### config.mk
export PLATFORM = sky130hd
export DESIGN_NAME = bcd_stopwatch_ctrl_flat
export DESIGN_NICKNAME = d
export VERILOG_FILES = /design/src/rtl/bcd_stopwatch_ctrl_if.sv /design/src/rtl/bcd_stopwatch_ctrl.sv /design/src/flat_wrapper.sv
export SDC_FILE = /design/constraint.sdc
export NUM_CORES = 1
export LEC_CHECK = 0
export CAP_MARGIN = 20
export CORE_MARGIN = 4
export CORE_UTILIZATION = 44
export DETAILED_ROUTE_END_ITERATION = 8
export PLACE_DENSITY = 0.66
export SLEW_MARGIN = 15
export SYNTH_ARGS = -nofsm -noshare
export SYNTH_HDL_FRONTEND = slang
export SYNTH_SLANG_ARGS = --single-unit
### constraint.sdc
create_clock -name clk -period 2.62 [get_ports clk]
set_input_delay 0.786 -clock clk [delete_from_list [all_inputs] [get_ports clk]]
set_output_delay 0.786 -clock clk [all_outputs]
set_load 0.03 [all_outputs]
### src/rtl/bcd_stopwatch_ctrl_if.sv
// Control and status bundle for the BCD stopwatch controller.
// The master side drives the requests and the slave side returns the registered status.
interface bcd_stopwatch_ctrl_if;
  logic        start;
  logic        stop;
  logic        clear;
  logic        lap;
  logic [15:0] count;
  logic [15:0] lap_count;
  logic [1:0]  state;
  logic        running;
  logic        carry_out;

  modport master (
    output start, stop, clear, lap,
    input  count, lap_count, state, running, carry_out
  );

  modport slave (
    input  start, stop, clear, lap,
    output count, lap_count, state, running, carry_out
  );
endinterface

### src/rtl/bcd_stopwatch_ctrl.sv
// Four-digit BCD stopwatch: IDLE/RUN/PAUSE control, a TICK_DIV-cycle prescaler and lap capture.
// Every status output comes straight from a flop.
module bcd_stopwatch_ctrl #(
  parameter int unsigned TICK_DIV = 10
) (
  input  logic               clk,
  input  logic               rst,
  bcd_stopwatch_ctrl_if.slave bus
);

  typedef enum logic [1:0] {
    ST_IDLE  = 2'b00,
    ST_RUN   = 2'b01,
    ST_PAUSE = 2'b10,
    ST_BAD   = 2'b11
  } state_e;

  localparam logic [15:0] PRESC_TERM = 16'(TICK_DIV - 32'd1);

  state_e      state_q, state_d;
  logic [15:0] presc_q, presc_d;
  logic [15:0] count_q, count_d;
  logic [15:0] lap_q, lap_d;
  logic        carry_q, carry_d;
  logic        running_q, running_d;

  // Decimal increment; a digit at 9 (or a corrupted value above 9) rolls to 0 and carries.
  function automatic logic [15:0] bcd_inc(input logic [15:0] v);
    logic [15:0] r;
    logic        c;
    r = v;
    c = 1'b1;
    for (int i = 0; i < 4; i++) begin
      if (c) begin
        if (r[4*i +: 4] >= 4'd9) begin
          r[4*i +: 4] = 4'd0;
        end else begin
          r[4*i +: 4] = r[4*i +: 4] + 4'd1;
          c = 1'b0;
        end
      end else begin
        r[4*i +: 4] = r[4*i +: 4];
      end
    end
    return r;
  endfunction

  // Next-state, prescaler, count and lap logic; clear overrides everything else.
  always_comb begin
    state_d = state_q;
    presc_d = presc_q;
    count_d = count_q;
    lap_d   = lap_q;
    carry_d = 1'b0;
    if (bus.clear) begin
      state_d = ST_IDLE;
      presc_d = 16'd0;
      count_d = 16'h0000;
      lap_d   = 16'h0000;
    end else begin
      case (state_q)
        ST_IDLE: begin
          presc_d = 16'd0;
          state_d = (!bus.stop && bus.start) ? ST_RUN : ST_IDLE;
        end
        ST_RUN: begin
          lap_d = bus.lap ? count_q : lap_q;
          // A stop still lets a terminal tick land; otherwise the prescaler freezes where it is.
          if (presc_q == PRESC_TERM) begin
            count_d = bcd_inc(count_q);
            carry_d = (count_q == 16'h9999);
            presc_d = 16'd0;
          end else if (!bus.stop) begin
            presc_d = presc_q + 16'd1;
          end else begin
            presc_d = presc_q;
          end
          state_d = bus.stop ? ST_PAUSE : ST_RUN;
        end
        ST_PAUSE: begin
          lap_d   = bus.lap ? count_q : lap_q;
          state_d = (!bus.stop && bus.start) ? ST_RUN : ST_PAUSE;
        end
        default: begin
          state_d = ST_IDLE;
          presc_d = 16'd0;
          count_d = 16'h0000;
          lap_d   = 16'h0000;
        end
      endcase
    end
    running_d = (state_d == ST_RUN);
  end

  // State and status registers with synchronous reset.
  always_ff @(posedge clk) begin
    if (rst) begin
      state_q   <= ST_IDLE;
      presc_q   <= 16'd0;
      count_q   <= 16'h0000;
      lap_q     <= 16'h0000;
      carry_q   <= 1'b0;
      running_q <= 1'b0;
    end else begin
      state_q   <= state_d;
      presc_q   <= presc_d;
      count_q   <= count_d;
      lap_q     <= lap_d;
      carry_q   <= carry_d;
      running_q <= running_d;
    end
  end

  assign bus.count     = count_q;
  assign bus.lap_count = lap_q;
  assign bus.state     = state_q;
  assign bus.running   = running_q;
  assign bus.carry_out = carry_q;

endmodule

### src/flat_wrapper.sv
// flat-port wrapper written by rule: the top's interface ports become plain ports
module bcd_stopwatch_ctrl_flat 
#(
  parameter int unsigned TICK_DIV = 10
)
  (clk, rst, bus_start, bus_stop, bus_clear, bus_lap, bus_count, bus_lap_count, bus_state, bus_running, bus_carry_out);
  bcd_stopwatch_ctrl_if bus_i ();
  input  logic clk;
  input  logic rst;
  input wire logic [$bits(bus_i.start)-1:0] bus_start;
  input wire logic [$bits(bus_i.stop)-1:0] bus_stop;
  input wire logic [$bits(bus_i.clear)-1:0] bus_clear;
  input wire logic [$bits(bus_i.lap)-1:0] bus_lap;
  output wire logic [$bits(bus_i.count)-1:0] bus_count;
  output wire logic [$bits(bus_i.lap_count)-1:0] bus_lap_count;
  output wire logic [$bits(bus_i.state)-1:0] bus_state;
  output wire logic [$bits(bus_i.running)-1:0] bus_running;
  output wire logic [$bits(bus_i.carry_out)-1:0] bus_carry_out;
  assign bus_i.start = bus_start;
  assign bus_i.stop = bus_stop;
  assign bus_i.clear = bus_clear;
  assign bus_i.lap = bus_lap;
  assign bus_count = bus_i.count;
  assign bus_lap_count = bus_i.lap_count;
  assign bus_state = bus_i.state;
  assign bus_running = bus_i.running;
  assign bus_carry_out = bus_i.carry_out;
  bcd_stopwatch_ctrl #(.TICK_DIV(TICK_DIV)) u_core (.clk(clk), .rst(rst), .bus(bus_i));
endmodule
==> flow_summary_export.csv, run 1 <==
group,metric,value,unit
clocking,clk_pin_slew,90,ps
outcome,status,"complete, no violations",
layout,multiInputGateArea,1620,um^2
power,power.density_cell_area,419,nW/um^2
power,switching_share,23.0,%
power,vdd.ir_drop.worst,0.278,mV
layout,nFillCells,571,
power,power.internal,1.11,mW
setup_path,critical_path.slowest_cell,"sky130_fd_sc_hd__clkdlybuf4s50_1",
job,max_cap_violations,0,
yosys,synthCells,335,
floorplanning,core_region_area,6030,um^2
place,hpwl_dp,5020,um
setup_path,worstReg2RegStart,"u_core.bus.state[0]",
floorplanning,std_cell_rows,28,
global_route,gr-total-overflow,0,
setup_path,worst_path_largest_cell_delay,730,ps
routing,first_pass_iters,4,
setup_path,r2r.worst_path.cells,6,
yosys,ys_seq_elements,52,
routing,initial_drc_count,124,
global_route,grtUsageMet1,26.0,%
global_route,grt_antenna_before_repair,0,
clocking,clkLatencyLatePin,300,ps
setup_path,worstSetupPathType,"register to output pin",
global_route,grt_pass1_vias,2460,
global_route,grt_max_degree,28,
sta,layout_min_cycle_time,2320,ps
sta,tightestPinTransition,532,ps
sta,grt_setup_unrepaired,"false",
clocking,cts_bufs_inserted,5,
sta,final_min_period_over_clock_period,88.5,%
floorplanning,io-pin-count,42,
power,power_leakage,1.08,nW
setup_path,critical_path_cell_count,1,
global_route,grt_first_pass_wirelength,11700,um
yosys,count_of_different_cell_masters_after_synthesis,44,
clocking,ctsResizeCount,0,
floorplanning,initial_core_util,46.1,%
global_route,grt-busiest-layer,"met2",
yosys,synth_sequential_area_ratio,37.4,%
clocking,cts_hold_buffers,0,
setup_path,capturing_instance_or_port_of_the_critical_path,"bus_count[14]",
yosys,postSynthAreaPerCell,8.30,um^2
place,pre_cts_slack,99.6,ps
layout,area_delta_synth_final,23.3,%
place,globalplace.congestion,0.817,
setup_path,critical-path-top-delay-family,"buffers and inverters",
routing,final_antenna_net_count,0,
layout,antenna-diode-count,0,
yosys,syn_nets,359,
sta,fmax,431,MHz
sta,post-route-worst-setup-slack,301,ps
clocking,clock_tree.htree_level_count,2,
global_route,grt_use_total,18.8,%
global_route,groute.layer.met3.usage,3.69,%
place,postPlaceCellArea,3320,um^2
power,design_power_total,1.44,mW
clocking,cts_tree,"yes",
sta,final_max_slew_viol_count,0,
routing,wl_per_cell,15.0,um
layout,layout.cell_area.non_filler,3430,um^2
routing,drt-vias-per-instance,5.68,
sta,timing.max_slew.rel_slack,64.2,%
setup_path,startpoint_type,"register",
setup_path,timing.critical_path.from,"u_core.bus.count[14]",
worst_hold_path,worstHoldStart,"u_core.bus.lap_count[2]",
clocking,cts_root_buf,"sky130_fd_sc_hd__clkbuf_8",
layout,register_area,1040,um^2
worst_hold_path,holdCritPathClass,"register to register",
routing,detail_route.drc_violations,0,
sta,holdWs,454,ps
place,port-buffer-count,41,
setup_path,reg2reg_to,"u_core.presc_q[14]",
yosys,synth_warnings,0,
clocking,cts_setup_buffers,0,
floorplanning,die_width,87.5,um
sta,tns,0,ps
sta,final_hold_viol_count,0,
clocking,cts.sink_count,52,
power,power.share.clock,39.2,%
power,net-switching-power,330,uW
power,power.share.sequential,55.1,%
setup_path,critical_path_required,1830,ps
setup_path,critPathArrivalTime,1530,ps
sta,finalClockSkew,3.15,ps
yosys,syn-cell-area,2780,um^2
floorplanning,die-area,7650,um^2
layout,drive_above_1_share,7.35,%
power,pwr-share-comb,5.7,%
sta,setup_viol,0,
setup_path,timing.critical_path.buf_inv,1,
clocking,clockBufferDepth,2,
layout,layout.cells.most_common,"sky130_fd_sc_hd__dfxtp_1",
floorplanning,die_y,87.5,um
routing,drt_wl_total,6830,um
setup_path,critical_path.cell_chain,"clkdlybuf4s50_1",
routing,via_count,2591,
global_route,grt_use_met2,30.7,%
layout,num-nets-final,404,
setup_path,timing.reg2reg.setup_slack,340,ps
layout,most-common-layout-cells,"52 x sky130_fd_sc_hd__dfxtp_1, 43 x sky130_fd_sc_hd__a21oi_1, 41 x sky130_fd_sc_hd__clkdlybuf4s50_1",
setup_path,nature_of_the_critical_path_endpoint,"output pin",
setup_path,crit_path_max_fanout,7,
cell usage after synthesis, drive strengths merged:
library cell	n	area share, %
or4b	1	0.36
buf	3	0.45
a31oi	1	0.23
or3b	1	0.32
or4	7	1.9
mux2i	1	0.36
dfxtp	52	37
or2	2	0.45
nand3b	1	0.27
o21ai	24	4.3
nand4b	6	1.9
nor2	16	2.2
nor3b	4	1.1
and3	3	0.68
nor4b	3	2.0
a31o	1	0.32
a2111oi	1	0.54
nand4	8	1.8
nand4bb	1	0.41
o31ai	1	0.27
a211oi	4	1.1
o21a	5	1.4
inv	17	2.3
a21o	1	0.27
and2	4	0.90
nand3	30	5.4
nand2b	4	0.90
xnor2	4	1.3
a221oi	1	0.32
a41o	1	0.36
ha	18	8.1
clkbuf	12	1.6
nor2b	4	0.90
nor3	5	0.90
nor4	6	2.4
and4	1	0.32
nand2	31	4.2
a21oi	43	7.7
or3	5	1.1
a41oi	2	1.3
routing by layer:
metal / wire length (um) / share of wire [%]
met4: 45 / 0.66
met2: 3030 / 44
met3: 322 / 4.7
met5: 0 / 0
met1: 3430 / 50
sequential cells by signal (all words and copies together) (netlist names):
register and count:
u_core.bus.carry_out 1, u_core.bus.count 16, u_core.bus.lap_count 16, u_core.bus.running 1, u_core.bus.state 2, u_core.presc_q 16
power by group through the flow:
stage / logic (mW) / registers, mW / clock network [mW]
floorplan: 0.0469 / 0.813 / 0
detailed placement: 0.0813 / 0.811 / 0
finish: 0.0814 / 0.792 / 0.564
global placement: 0.0806 / 0.811 / 0
global route: 0.0889 / 0.793 / 0.612
CTS: 0.0815 / 0.792 / 0.579
cell type report:
class / instances / share of cell area [%]
multi-input combinational: 251 / 47.2
clock inverter: 2 / 1.13
tap: 75 / 2.74
inverter: 17 / 1.86
clock buffer: 6 / 2.12
sequential: 52 / 30.4
timing repair buffer: 53 / 14.6
worst min-delay path by stage:
stage	end	cells after the start
after global placement	u_core.bus.lap_count[15]	2
after CTS	u_core.bus.lap_count[8]	2
after detailed placement	u_core.bus.lap_count[8]	2
after global routing	u_core.bus.lap_count[3]	2
after floorplan	u_core.presc_q[14]	2
final	u_core.bus.lap_count[2]	2
through the flow:
stage                     util, %  std cells
after floorplan                 -        335
after global placement       55.0        448
after detailed placement     55.0        448
after CTS                    56.9        456
after global routing         56.9        456
final                        56.9        456
cells by family after synthesis:
logic type	after synthesis	synth area share [%]
compound gates	85	18.1
xor+xnor	4	1.26
fa+ha+maj	18	8.10
buf+inv	32	4.37
flops	52	37.4
mux	1	0.360
simple gates	143	30.4
Note: power is estimated with default switching activity, not from simulation.
==> inputs of run 2 (changes only) <==
- GPL_TIMING_DRIVEN: not set -> 0
==> run 2 against run 1 <==
- power decreased by 4.9%
- critical path depth increased by 4
- clock skew increased by 6.0 ps
- clock power decreased by 12%
- die area unchanged
- clock-buffer cell count unchanged
- global-route usage increased by 0.35 points
- first-iteration DRC count increased by 24%
- via count increased by 1.4%
- setup slack got worse by 230 ps
- critical path type is now primary input to register
==> flow_summary_export.csv, run 2 (synthesized netlist as in run 1, its figures left out) <==
group,metric,value,unit
setup_path,critical-path-top-delay-family,"simple AND/OR/NAND/NOR gates",
clocking,clkLatencyLatePin,310,ps
setup_path,critPathArrivalTime,2800,ps
layout,nFillCells,577,
floorplanning,die-area,7650,um^2
sta,fmax,392,MHz
floorplanning,io-pin-count,42,
setup_path,nature_of_the_critical_path_endpoint,"register",
clocking,cts_bufs_inserted,5,
sta,final_max_slew_viol_count,0,
power,power_leakage,1.03,nW
place,globalplace.congestion,0.883,
routing,initial_drc_count,154,
setup_path,critical_path_cell_count,5,
setup_path,critical_path.slowest_cell,"sky130_fd_sc_hd__clkdlybuf4s50_1",
sta,setup_viol,0,
routing,drt-vias-per-instance,5.72,
clocking,cts_root_buf,"sky130_fd_sc_hd__clkbuf_8",
setup_path,critical_path_required,2860,ps
routing,drt_wl_total,6970,um
layout,drive_above_1_share,4.95,%
layout,most-common-layout-cells,"52 x sky130_fd_sc_hd__dfxtp_1, 43 x sky130_fd_sc_hd__a21oi_1, 41 x sky130_fd_sc_hd__clkdlybuf4s50_1",
routing,final_antenna_net_count,0,
power,vdd.ir_drop.worst,0.247,mV
place,port-buffer-count,41,
setup_path,worstSetupPathType,"primary input to register",
clocking,cts.sink_count,52,
layout,fin_util,56.1,%
worst_hold_path,hold-path-cell-count,2,
floorplanning,die_width,87.5,um
clocking,cts_tree,"yes",
floorplanning,die_y,87.5,um
layout,area_delta_synth_final,21.7,%
layout,layout.cells.most_common,"sky130_fd_sc_hd__dfxtp_1",
setup_path,timing.critical_path.buf_inv,1,
place,hpwl_dp,5110,um
layout,final-instance-count-excl-fill,459,
layout,register_area,1040,um^2
worst_hold_path,holdCritPathClass,"register to register",
clocking,clk_pin_slew,100,ps
setup_path,critical_path.cell_chain,"clkdlybuf4s50_1 > nand4b_1 > or3_1 > or4_1 > a21oi_1",
clocking,cts_setup_buffers,0,
power,power.density_cell_area,404,nW/um^2
job,max_cap_violations,0,
layout,antenna-diode-count,0,
sta,tightestPinTransition,706,ps
global_route,gr-total-overflow,0,
global_route,grt_use_total,19.1,%
sta,tns,0,ps
clocking,clock_tree.htree_level_count,2,
layout,multiInputGateArea,1620,um^2
layout,num-nets-final,407,
global_route,grt_first_pass_wirelength,11800,um
sta,timing.max_slew.rel_slack,52.8,%
clocking,clockBufferDepth,2,
routing,via_count,2626,
sta,layout_min_cycle_time,2550,ps
sta,finalClockSkew,9.13,ps
sta,grt_setup_unrepaired,"false",
sta,final_hold_viol_count,0,
routing,detail_route.drc_violations,0,
global_route,grt_max_degree,17,
floorplanning,initial_core_util,46.1,%
floorplanning,std_cell_rows,28,
sta,holdWs,455,ps
setup_path,worst_path_largest_cell_delay,520,ps
global_route,grt_pass1_vias,2363,
setup_path,r2r.worst_path.cells,8,
sta,final_min_period_over_clock_period,97.4,%
place,place_inst,451,
global_route,grt_antenna_before_repair,0,
setup_path,startpoint_type,"primary input",
routing,first_pass_iters,5,
routing,wl_per_cell,15.2,um
outcome,status,"complete, no violations",
floorplanning,core_region_area,6030,um^2
setup_path,crit_path_max_fanout,6,
[run 2: changes by cell type in the layout (fill, tap and decap cells not counted), sizes merged]
cell	previous run	this run
clkbuf	6	18
inv	18	17
bufinv	1	0
clkinvlp	0	2
buf	12	3
[run 2: tightest hold or removal path, delay by kind of cell, from the launching register on]
kind            cells  cell delay [ps]
compound gates      1               50
flops               1              320
simple gates        1               50
[run 2: layer usage]
metal / vias up / wire [um] / track usage [%]
met2: 70 / 2980 / 27.1
met5: - / 0 / 0
li1: 1314 / - / -
met1: 1235 / 3560 / 29.3
met3: 7 / 331 / 3.41
met4: 0 / 87 / 5.16
[run 2: layout make-up]
cell class                 count  share of cell area, %
timing repair buffer          41                   12.1
sequential                    52                   30.8
clock buffer                   6                   2.44
buffer                        15                   1.74
tap                           75                   2.77
clock inverter                 2                  0.444
multi-input combinational    251                   47.8
inverter                      17                   1.89
[run 2: metrics by stage]
stage / worst slack [ps] / total power, mW / cell area (um^2)
after floorplan: 510 / 0.859 / 2780
after global placement: -304 / 0.890 / 3280
after detailed placement: -267 / 0.890 / 3280
after CTS: 67.6 / 1.37 / 3380
after global routing: 19.3 / 1.42 / 3380
final: 66.8 / 1.37 / 3380
[run 2: timing repair]
action                                  in CTS  in global routing
endpoints found under the setup margin       0                 20
gates resized for setup                      0                  2
hold buffers                                 0                  0
endpoints found under the hold margin        0                  0
[run 2: worst paths after layout]
kind	start	to	slack [ps]
min reg2reg	u_core.bus.lap_count[4]	u_core.bus.lap_count[4]	460
max reg2reg	u_core.presc_q[1]	u_core.presc_q[6]	200
min	u_core.bus.lap_count[4]	u_core.bus.lap_count[4]	460
max	bus_stop	u_core.presc_q[12]	70
[run 2: power breakdown]
group | switching, mW | total (mW) | internal [mW] | leakage (nW)
sequential | 0.00132 | 0.792 | 0.791 | 0.419
combinational | 0.0562 | 0.0806 | 0.0244 | 0.571
clock | 0.280 | 0.494 | 0.214 | 0.0434
==> inputs of run 3 (changes only) <==
- SKIP_CTS_REPAIR_TIMING: not set -> 1
==> results of run 3 <==
Final layout, timing and power as in run 2 (identical DEF).
